`src/rtl/pipeline_hazard_ctrl.sv`:
```
// pipeline_hazard_ctrl: 5-stage MIPS hazard/stall/forward control with data-memory wait sequencer and watchdog; define PIPECTRL_FORWARD_EN to enable forwarding
module pipeline_hazard_ctrl #(
   parameter int MAX_WAIT = 255,
   parameter int WAIT_W   = 16
) (
   input  logic       clk,
   input  logic       reset,
   input  logic [4:0] RsD,
   input  logic [4:0] RtD,
   input  logic [4:0] RsE,
   input  logic [4:0] RtE,
   input  logic [4:0] WriteRegE,
   input  logic [4:0] WriteRegM,
   input  logic [4:0] WriteRegW,
   input  logic       RegWriteE,
   input  logic       RegWriteM,
   input  logic       RegWriteW,
   input  logic       MemtoRegE,
   input  logic       MemtoRegM,
   input  logic       MemWriteM,
   input  logic       BranchD,
   input  logic       PCSrcD,
   input  logic       DMemReadyM,
   output logic       StallF,
   output logic       StallD,
   output logic       StallE,
   output logic       StallM,
   output logic       RegClrD,
   output logic       FlushE,
   output logic       FlushW,
   output logic       ForwardAD,
   output logic       ForwardBD,
   output logic [1:0] ForwardAE,
   output logic [1:0] ForwardBE,
   output logic       MemErr
);
   typedef enum logic [1:0] {S_RUN, S_WAIT, S_ERR} state_t;
   state_t            state_q, state_d;
   logic [WAIT_W-1:0] cnt_q, cnt_d;
   logic              mem_err_q, mem_err_d;
   logic              memstall, hz;
   logic [1:0]        fwd_ae, fwd_be;
   logic              fwd_ad, fwd_bd;

   function automatic logic hit(input logic [4:0] src, input logic [4:0] dst, input logic en);
      return en && (src != 5'd0) && (src == dst);
   endfunction

`ifdef PIPECTRL_FORWARD_EN
   // forwarding selects, plus load-use and branch-operand stalls that forwarding cannot cover
   always_comb begin
      fwd_ae = hit(RsE, WriteRegM, RegWriteM) ? 2'b10 : hit(RsE, WriteRegW, RegWriteW) ? 2'b01 : 2'b00;
      fwd_be = hit(RtE, WriteRegM, RegWriteM) ? 2'b10 : hit(RtE, WriteRegW, RegWriteW) ? 2'b01 : 2'b00;
      fwd_ad = hit(RsD, WriteRegM, RegWriteM);
      fwd_bd = hit(RtD, WriteRegM, RegWriteM);
      hz     = (MemtoRegE && (hit(RsD, RtE, 1'b1) || hit(RtD, RtE, 1'b1)))
            || (BranchD && (hit(RsD, WriteRegE, RegWriteE) || hit(RtD, WriteRegE, RegWriteE)
                         || hit(RsD, WriteRegM, MemtoRegM) || hit(RtD, WriteRegM, MemtoRegM)));
   end
`else
   logic unused_fwd_inputs;
   // no forwarding: any D-stage source still in flight in E or M stalls (W writes in the first half-cycle)
   always_comb begin
      fwd_ae = 2'b00;
      fwd_be = 2'b00;
      fwd_ad = 1'b0;
      fwd_bd = 1'b0;
      hz     = hit(RsD, WriteRegE, RegWriteE) || hit(RtD, WriteRegE, RegWriteE)
            || hit(RsD, WriteRegM, RegWriteM) || hit(RtD, WriteRegM, RegWriteM);
      unused_fwd_inputs = ^{RsE, RtE, WriteRegW, RegWriteW, MemtoRegE, BranchD};
   end
`endif

   // memory freeze overrides hazard stalls and branch clear; everything reads 0 while reset is held
   always_comb begin
      memstall  = (state_q == S_ERR) || ((MemtoRegM || MemWriteM) && !DMemReadyM);
      StallF    = !reset && (hz || memstall);
      StallD    = !reset && (hz || memstall);
      StallE    = !reset && memstall;
      StallM    = !reset && memstall;
      FlushW    = !reset && memstall;
      FlushE    = !reset && hz && !memstall;
      RegClrD   = !reset && PCSrcD && !hz && !memstall;
      ForwardAE = reset ? 2'b00 : fwd_ae;
      ForwardBE = reset ? 2'b00 : fwd_be;
      ForwardAD = !reset && fwd_ad;
      ForwardBD = !reset && fwd_bd;
      MemErr    = mem_err_q;
   end

   // wait sequencer: enter WAIT on a stalled access, count wait cycles, trip the watchdog at MAX_WAIT
   always_comb begin
      state_d   = state_q;
      cnt_d     = cnt_q;
      mem_err_d = mem_err_q;
      case (state_q)
         S_RUN: begin
            if (memstall) begin
               state_d = S_WAIT;
               cnt_d   = WAIT_W'(1);
            end
         end
         S_WAIT: begin
            if (DMemReadyM) begin
               state_d = S_RUN;
               cnt_d   = '0;
            end else if (cnt_q == WAIT_W'(MAX_WAIT)) begin
               state_d   = S_ERR;
               mem_err_d = 1'b1;
            end else begin
               cnt_d = cnt_q + 1'b1;
            end
         end
         S_ERR: state_d = S_ERR;
         default: state_d = S_RUN;
      endcase
   end

   // wait-state register, cycle counter and sticky watchdog flag
   always_ff @(posedge clk or posedge reset) begin
      if (reset) begin
         state_q   <= S_RUN;
         cnt_q     <= '0;
         mem_err_q <= 1'b0;
      end else begin
         state_q   <= state_d;
         cnt_q     <= cnt_d;
         mem_err_q <= mem_err_d;
      end
   end
endmodule
```
`config.mk`:
```
export PLATFORM = sky130hd
export DESIGN_NAME = pipeline_hazard_ctrl
export DESIGN_NICKNAME = d
export VERILOG_FILES = /design/src/rtl/pipeline_hazard_ctrl.sv
export SDC_FILE = /design/constraint.sdc
export NUM_CORES = 1
export LEC_CHECK = 0
export ABC_AREA = 1
export BUFFER_PORTS_ARGS = -buffer_cell sky130_fd_sc_hd__buf_2
export CAP_MARGIN = 20
export CORE_MARGIN = 1.5
export CORE_UTILIZATION = 51
export CTS_BUF_LIST = sky130_fd_sc_hd__clkbuf_8 sky130_fd_sc_hd__clkbuf_16
export CTS_CLUSTER_DIAMETER = 60
export DETAILED_ROUTE_END_ITERATION = 6
export PLACE_DENSITY_LB_ADDON = 0.1
export SLEW_MARGIN = 20
export SYNTH_ARGS = -nofsm -noshare
export SYNTH_HDL_FRONTEND = slang
export SYNTH_SLANG_ARGS = --single-unit
```
`constraint.sdc`:
```
create_clock -name clk -period 2.2 [get_ports clk]
set_clock_uncertainty 0.15 [all_clocks]
set_input_delay 0.66 -clock clk [delete_from_list [all_inputs] [get_ports clk]]
set_output_delay 0.66 -clock clk [all_outputs]
set_load 0.02 [all_outputs]
```
==> results of run 1 <==
==> cell usage in the layout (no fill, tap or decap), types with 2 or more instances in the layout <==
cell type   n
nand3_1    17
nor2_2      5
inv_4       9
nand2_4     3
nand2_1    76
o21ai_2    12
nand4_1    18
clkinv_2    2
buf_4      18
inv_1      18
o21ai_0     8
nor3_1      6
buf_8       4
nand2_2    23
conb_1      6
inv_2      15
dfrtp_1    19
nor2_4      4
nor2_1     27
buf_2       9
clkbuf_8    3
buf_6      15
==> tightest hold or removal path: cells and delay by family <==
kind | cells | cell delay (ps)
buffers and inverters | 3 | 400
==> registers in the layout (all words and copies together) (netlist names) <==
register,count
cnt_q,16
MemErr,1
state_q,2
==> worst max path at each step <==
stage,start,end,slack [ps],cells past startpoint
after detailed placement,RsD[0],StallF,-320,11
final,RsD[2],StallD,-210,11
after CTS,RtD[2],StallF,-210,12
after floorplan,RsD[0],StallF,-30,11
after global placement,RsD[0],StallF,-320,12
after global routing,RtD[3],StallD,-320,12
==> timing repair <==
item,CTS,global route
endpoints found under the setup margin,7,7
buffers inserted,1,0
gates resized for setup,35,65
pin swaps,20,37
endpoints found under the hold margin,0,0
==> power groups by stage <==
stage	combinational, mW	clock [mW]	sequential (mW)
after floorplan	0.419	0	0.420
final	0.604	0.248	0.424
after global placement	0.515	0	0.426
after detailed placement	0.523	0	0.429
after CTS	0.557	0.257	0.423
after global routing	0.664	0.276	0.430
==> logic make-up (layout without fill, tap and decap cells) <==
kind of cell,after synthesis,after routing,share of synthesized area
compound gates,23,23,0.08901
xor+xnor,2,2,0.01005
fa+ha+maj,1,1,0.007178
buf+inv,58,98,0.1507
flops,19,19,0.2728
other cells,1,6,0.002152
simple gates,184,184,0.4681
==> cell type report <==
cell class / count / share of cell area
multi-input cells: 216 / 0.4804
flip-flops and latches: 19 / 0.2008
repair buffers: 47 / 0.1813
inverters: 47 / 0.09355
well taps: 46 / 0.02431
clock buffers: 3 / 0.01744
clock inverters: 1 / 0.002114
==> metrics by stage <==
step,worst slack [ps],hold WS (ps),TNS [ps],std cells,area [µm²]
global placement,-317.1,297.4,-1231,374,2041
detailed placement,-321.7,295.1,-1347,374,2041
floorplan,-27.67,324.7,-51.28,293,1812
CTS,-212.8,307.8,-752.1,379,2191
finish,-210.7,307.4,-775.7,379,2367
global route,-318.6,312.7,-1160,379,2367
==> per-layer routing <==
layer / vias up / wire length, µm / track usage
li1: 992 / - / -
met1: 864 / 2119 / 0.3646
met2: 60 / 2182 / 0.3891
met3: 10 / 295 / 0.04412
met4: 0 / 66 / 0.02736
met5: - / 0 / 0
==> metrics, run 1 <==
GPL Wtd Cong=0.9078; Logic pwr share=0.473; R2R depth=9; highest clock rate=414.8 MHz; Worst IR Drop VDD=0.5754 mV; RSZ-0062 raised after global routing=true; port bufs=35; detailed placement HPWL=3.353 mm; number of global-route vias before repair=1,611; kind of critical path=input pin to output pin; Worst R2R Start=cnt_q[0]; Core Region=0.003311 mm²; Synth cell types=30; Setup crit end kind=output pin; area leader, netlist=dfrtp_1; largest net degree at the start of global routing=14; yosys warns=0; Main synth FF type=dfrtp_1; gr usage total=0.2465; Switch Pwr=0.5613 mW; root buf cell=clkbuf_8; failing checks=setup timing; CP arrival=1600 ps; post-synth top area share=0.2728; layout cell share with drive strength beyond 1=0.3934; initial antenna violation count=0; vias=1,926; Remaining DRCs=0; initial core utilization=0.5265; Power Dens Cells=539.4 mW/mm²; # IOs=60; first-pass GRT wire length=7.044 mm; WL/cell=12.31 µm; Final ANT Viol Nets=0; Period Utilization, post-route=1.096; Syn Std Cell Area=0.001743 mm²; worst r2r dst=cnt_q[10]; CTS H-tree lvls=1; startpoint type of the worst setup path=input pin; FF+latch count, synth=19; Die ar.=0.003777 mm²; Tightest Hold Check Type=input pin to async pin; Syn Area/Cell=6.052 µm²; sw frac=0.4396; Iter 0 DRT Violations=139; final wirelength=4.664 mm; cell row count=21; top cells by instance count after synthesis=nand2_1, inv_1, nor2_1, dfrtp_1; cells after synthesis=288; Design Power=1.277 mW; final worst slack=-210.7 ps; antenna cells=0; Internal Power=0.7156 mW; cells along the critical path=buf_4 > nand2_1 > nand2_1 > nor2_1 > nand3_1 > nand2_2 > nand2_2 > nand2_2 > nand2_2 > nand2_4 > buf_6; Leak=1.175 nW; Critical Path RT=1390 ps; ys async rst share=1.000; layout filler cell count=292; Final Hold Fails=0; gr ovfl total=0; FF-to-FF setup slack=300 ps; max-cap viol count=0; fin crit period=2411 ps; Clock Path Buffers=2; vias per std cell=5.082; crit path max-delay cell type=buf_4; WP buf/inv=2; Final Util=0.7150; max-slew violation count=0; Reg power frac=0.332; hold_buf cts=0; area grow syn2layout=35.82%; outcome=finished with violations; clock network power share=0.194; most common cell in the netlist=nand2_1; clk slew on worst S/H paths=70 ps; count of final setup violators=4; Die H=61.46 µm; Die X=61.46 µm; family with the most delay on the worst path=simple AND/OR/NAND/NOR gates; CTS Buf Count=3; Final #Nets=381; DRT Pass-1 Iters=4; CTS tree=done; CP peak stage delay=130 ps; Reg area=475.5 µm²; register area share after synthesis=0.2728; clk sinks=19; Clock Latency Late Sink=260 ps; Crit path top cell by count=nand2_2; CP Max Fanout=3; Post-synth EDFFs=0; area of the multi-input gates=0.001137 mm²; Synth area leaders=dfrtp_1, nand2_1, inv_1, nor2_1, nand4_1
No activity file was read; power rests on OpenSTA's default activity.
==> inputs of run 2 (changes only) <==
--- a/config.mk
+++ b/config.mk
@@ -14,6 +14,7 @@
 export CTS_CLUSTER_DIAMETER = 60
 export DETAILED_ROUTE_END_ITERATION = 6
 export PLACE_DENSITY_LB_ADDON = 0.1
+export REMOVE_ABC_BUFFERS = 1
 export SLEW_MARGIN = 20
 export SYNTH_ARGS = -nofsm -noshare
 export SYNTH_HDL_FRONTEND = slang
==> metrics, run 2 (synthesis results as in run 1) <==
number of global-route vias before repair=1,612 (+0.062%); largest net degree at the start of global routing=13 (-1); fin crit period=2358 ps (-52.81 ps); setup TNS=-583.8 ps (+191.9 ps); Tightest Hold Check Type=flop to flop; Final Hold Fails=0 (unchanged); Die X=61.46 µm (unchanged); DRT Pass-1 Iters=4 (unchanged); max-slew violation count=0 (unchanged); max-cap viol count=0 (unchanged); Power Dens Cells=541.8 mW/mm² (+0.44%); initial antenna violation count=0 (unchanged); Critical Path RT=1390 ps (about the same); CTS H-tree lvls=1 (unchanged); GRT busiest layer=met2; clk sinks=19 (unchanged); kind of critical path=input pin to output pin; # IOs=60 (unchanged); commonest non-fill, non-tap cell in the layout=nand2_1; Clock Latency Late Sink=260 ps (about the same); RSZ-0062 raised after global routing=true; met1 Track Usage GR=0.3573 (-0.007243); FF-to-FF setup slack=300 ps (about the same); max FFs per register=16 (unchanged); R2R depth=9 (unchanged); most frequent cells in the layout=nand2_1, nor2_1, inv_1, inv_2, dfrtp_1; startpoint type of the worst setup path=input pin; Worst IR Drop VDD=0.5878 mV (+2.2%); detailed placement HPWL=3.279 mm (-2.2%); gr ovfl total=0 (unchanged); port bufs=35 (unchanged); count of final setup violators=4 (unchanged); CP arrival=1550 ps (-50 ps); GPL Wtd Cong=0.9054 (-0.26%); minimum hold slack=314.2 ps (+6.797 ps); hold path endpoint=MemErr; CTS tree=done; Leak=1.176 nW (about the same); GRT met2 Usage=0.4103 (+0.02128); first-pass GRT wire length=7.100 mm (+0.80%); Worst R2R Start=cnt_q[0]; Setup crit end kind=output pin; Clock Path Buffers=2 (unchanged); Final #Nets=382 (+0.26%); final worst slack=-157.9 ps (+52.81 ps); highest clock rate=424.1 MHz (+2.2%); cell row count=21 (unchanged); Period Utilization, post-route=1.072 (-0.02401); clk slew on worst S/H paths=70 ps (about the same); root buf cell=clkbuf_8; vias per std cell=4.892 (-3.7%); final wirelength=4.354 mm (-6.6%); WL/cell=11.46 µm (-6.9%); vias=1,859 (-3.5%); CTS Buf Count=3 (unchanged); antenna cells=0 (unchanged); outcome=finished with violations; Die ar.=0.003777 mm² (unchanged); Final ANT Viol Nets=0 (unchanged); worst r2r dst=cnt_q[10]; area grow syn2layout=31.30%; layout cell share with drive strength beyond 1=0.3473 (-0.04609); failing checks=setup timing; CP Max Fanout=3 (unchanged); Iter 0 DRT Violations=84 (-40%); hold path start=MemErr; Die H=61.46 µm (unchanged); GRT met3 Usage=0.03782 (-0.006303); Core Region=0.003311 mm² (unchanged); initial core utilization=0.5265 (unchanged); Remaining DRCs=0 (unchanged); hold path depth=2; gr usage total=0.2514 (+0.004867); Top reg by flops=cnt_q
run 2: cell count changes in the layout (fill, tap and decap cells not counted), sizes merged:
cell,before,now
buf,47,48
clkinvlp,1,0
inv,44,45
run 2: per-layer routing:
layer,vias up,part of all wire
li1,991,-
met1,828,0.48
met2,38,0.48
met3,2,0.037
met4,0,0.0048
met5,-,0
run 2: how the worst max path moves through the flow:
stage                           from     end  slack (ps)  depth (start not counted)
final                         RtD[2]  StallD        -160                         12
after global routing          RsD[3]  StallD        -230                         12
after CTS                     RtD[4]  StallD        -170                         11
after detailed placement      RtD[3]  StallD        -270                         12
after global placement        RtD[3]  StallD        -260                         12
after floorplan           DMemReadyM  StallD        -840                          7
run 2: layout make-up:
class | count | area (µm²)
clock buffers | 3 | 41.29
clock inverters | 1 | 5.005
well taps | 46 | 57.56
multi-input cells | 216 | 1082
inverters | 47 | 187.7
repair buffers | 48 | 439.2
flip-flops and latches | 19 | 475.5
fillers | 296 | 1022
run 2: where the power goes:
part / switching (mW) / internal, mW / leakage (nW)
logic: 0.376 / 0.195 / 0.895
registers: 0.0417 / 0.382 / 0.255
clock network: 0.119 / 0.126 / 0.0255
total: 0.536 / 0.704 / 1.18
run 2: timing repair:
item / in CTS / in global routing
pin swaps: 30 / 18
endpoints found under the hold margin: 0 / 0
resized for setup: 58 / 24
hold buffers: 0 / 0
setup buffers: 1 / 1
setup endpoints to repair: 7 / 7
run 2: worst max-delay path, stage by stage:
cell and delay (ps):
buf_6 80, inv_4 30, nand2_2 40, nand2_1 40
nor2_1 130, nand3_1 90, nand2_1 80, nand2_2 70
nand2_2 80, nand2_2 50, nand2_2 80, buf_6 120
run 2: stage by stage:
| stage | setup slack (ps) | area (µm²) | std cells | util | power (mW) |
|---|---|---|---|---|---|
| 5_1_grt | -233.4 | 2288 | 380 | 0.6912 | 1.329 |
| 4_1_cts | -171.4 | 2210 | 379 | 0.6674 | 1.222 |
| 3_5_place_dp | -272.9 | 1994 | 374 | 0.6024 | 0.9317 |
| 2_1_floorplan | -840.6 | 1679 | 282 | - | 0.7740 |
| 3_3_place_gp | -261.9 | 1994 | 374 | 0.6024 | 0.9274 |
| 6_report | -157.9 | 2288 | 380 | 0.6912 | 1.240 |
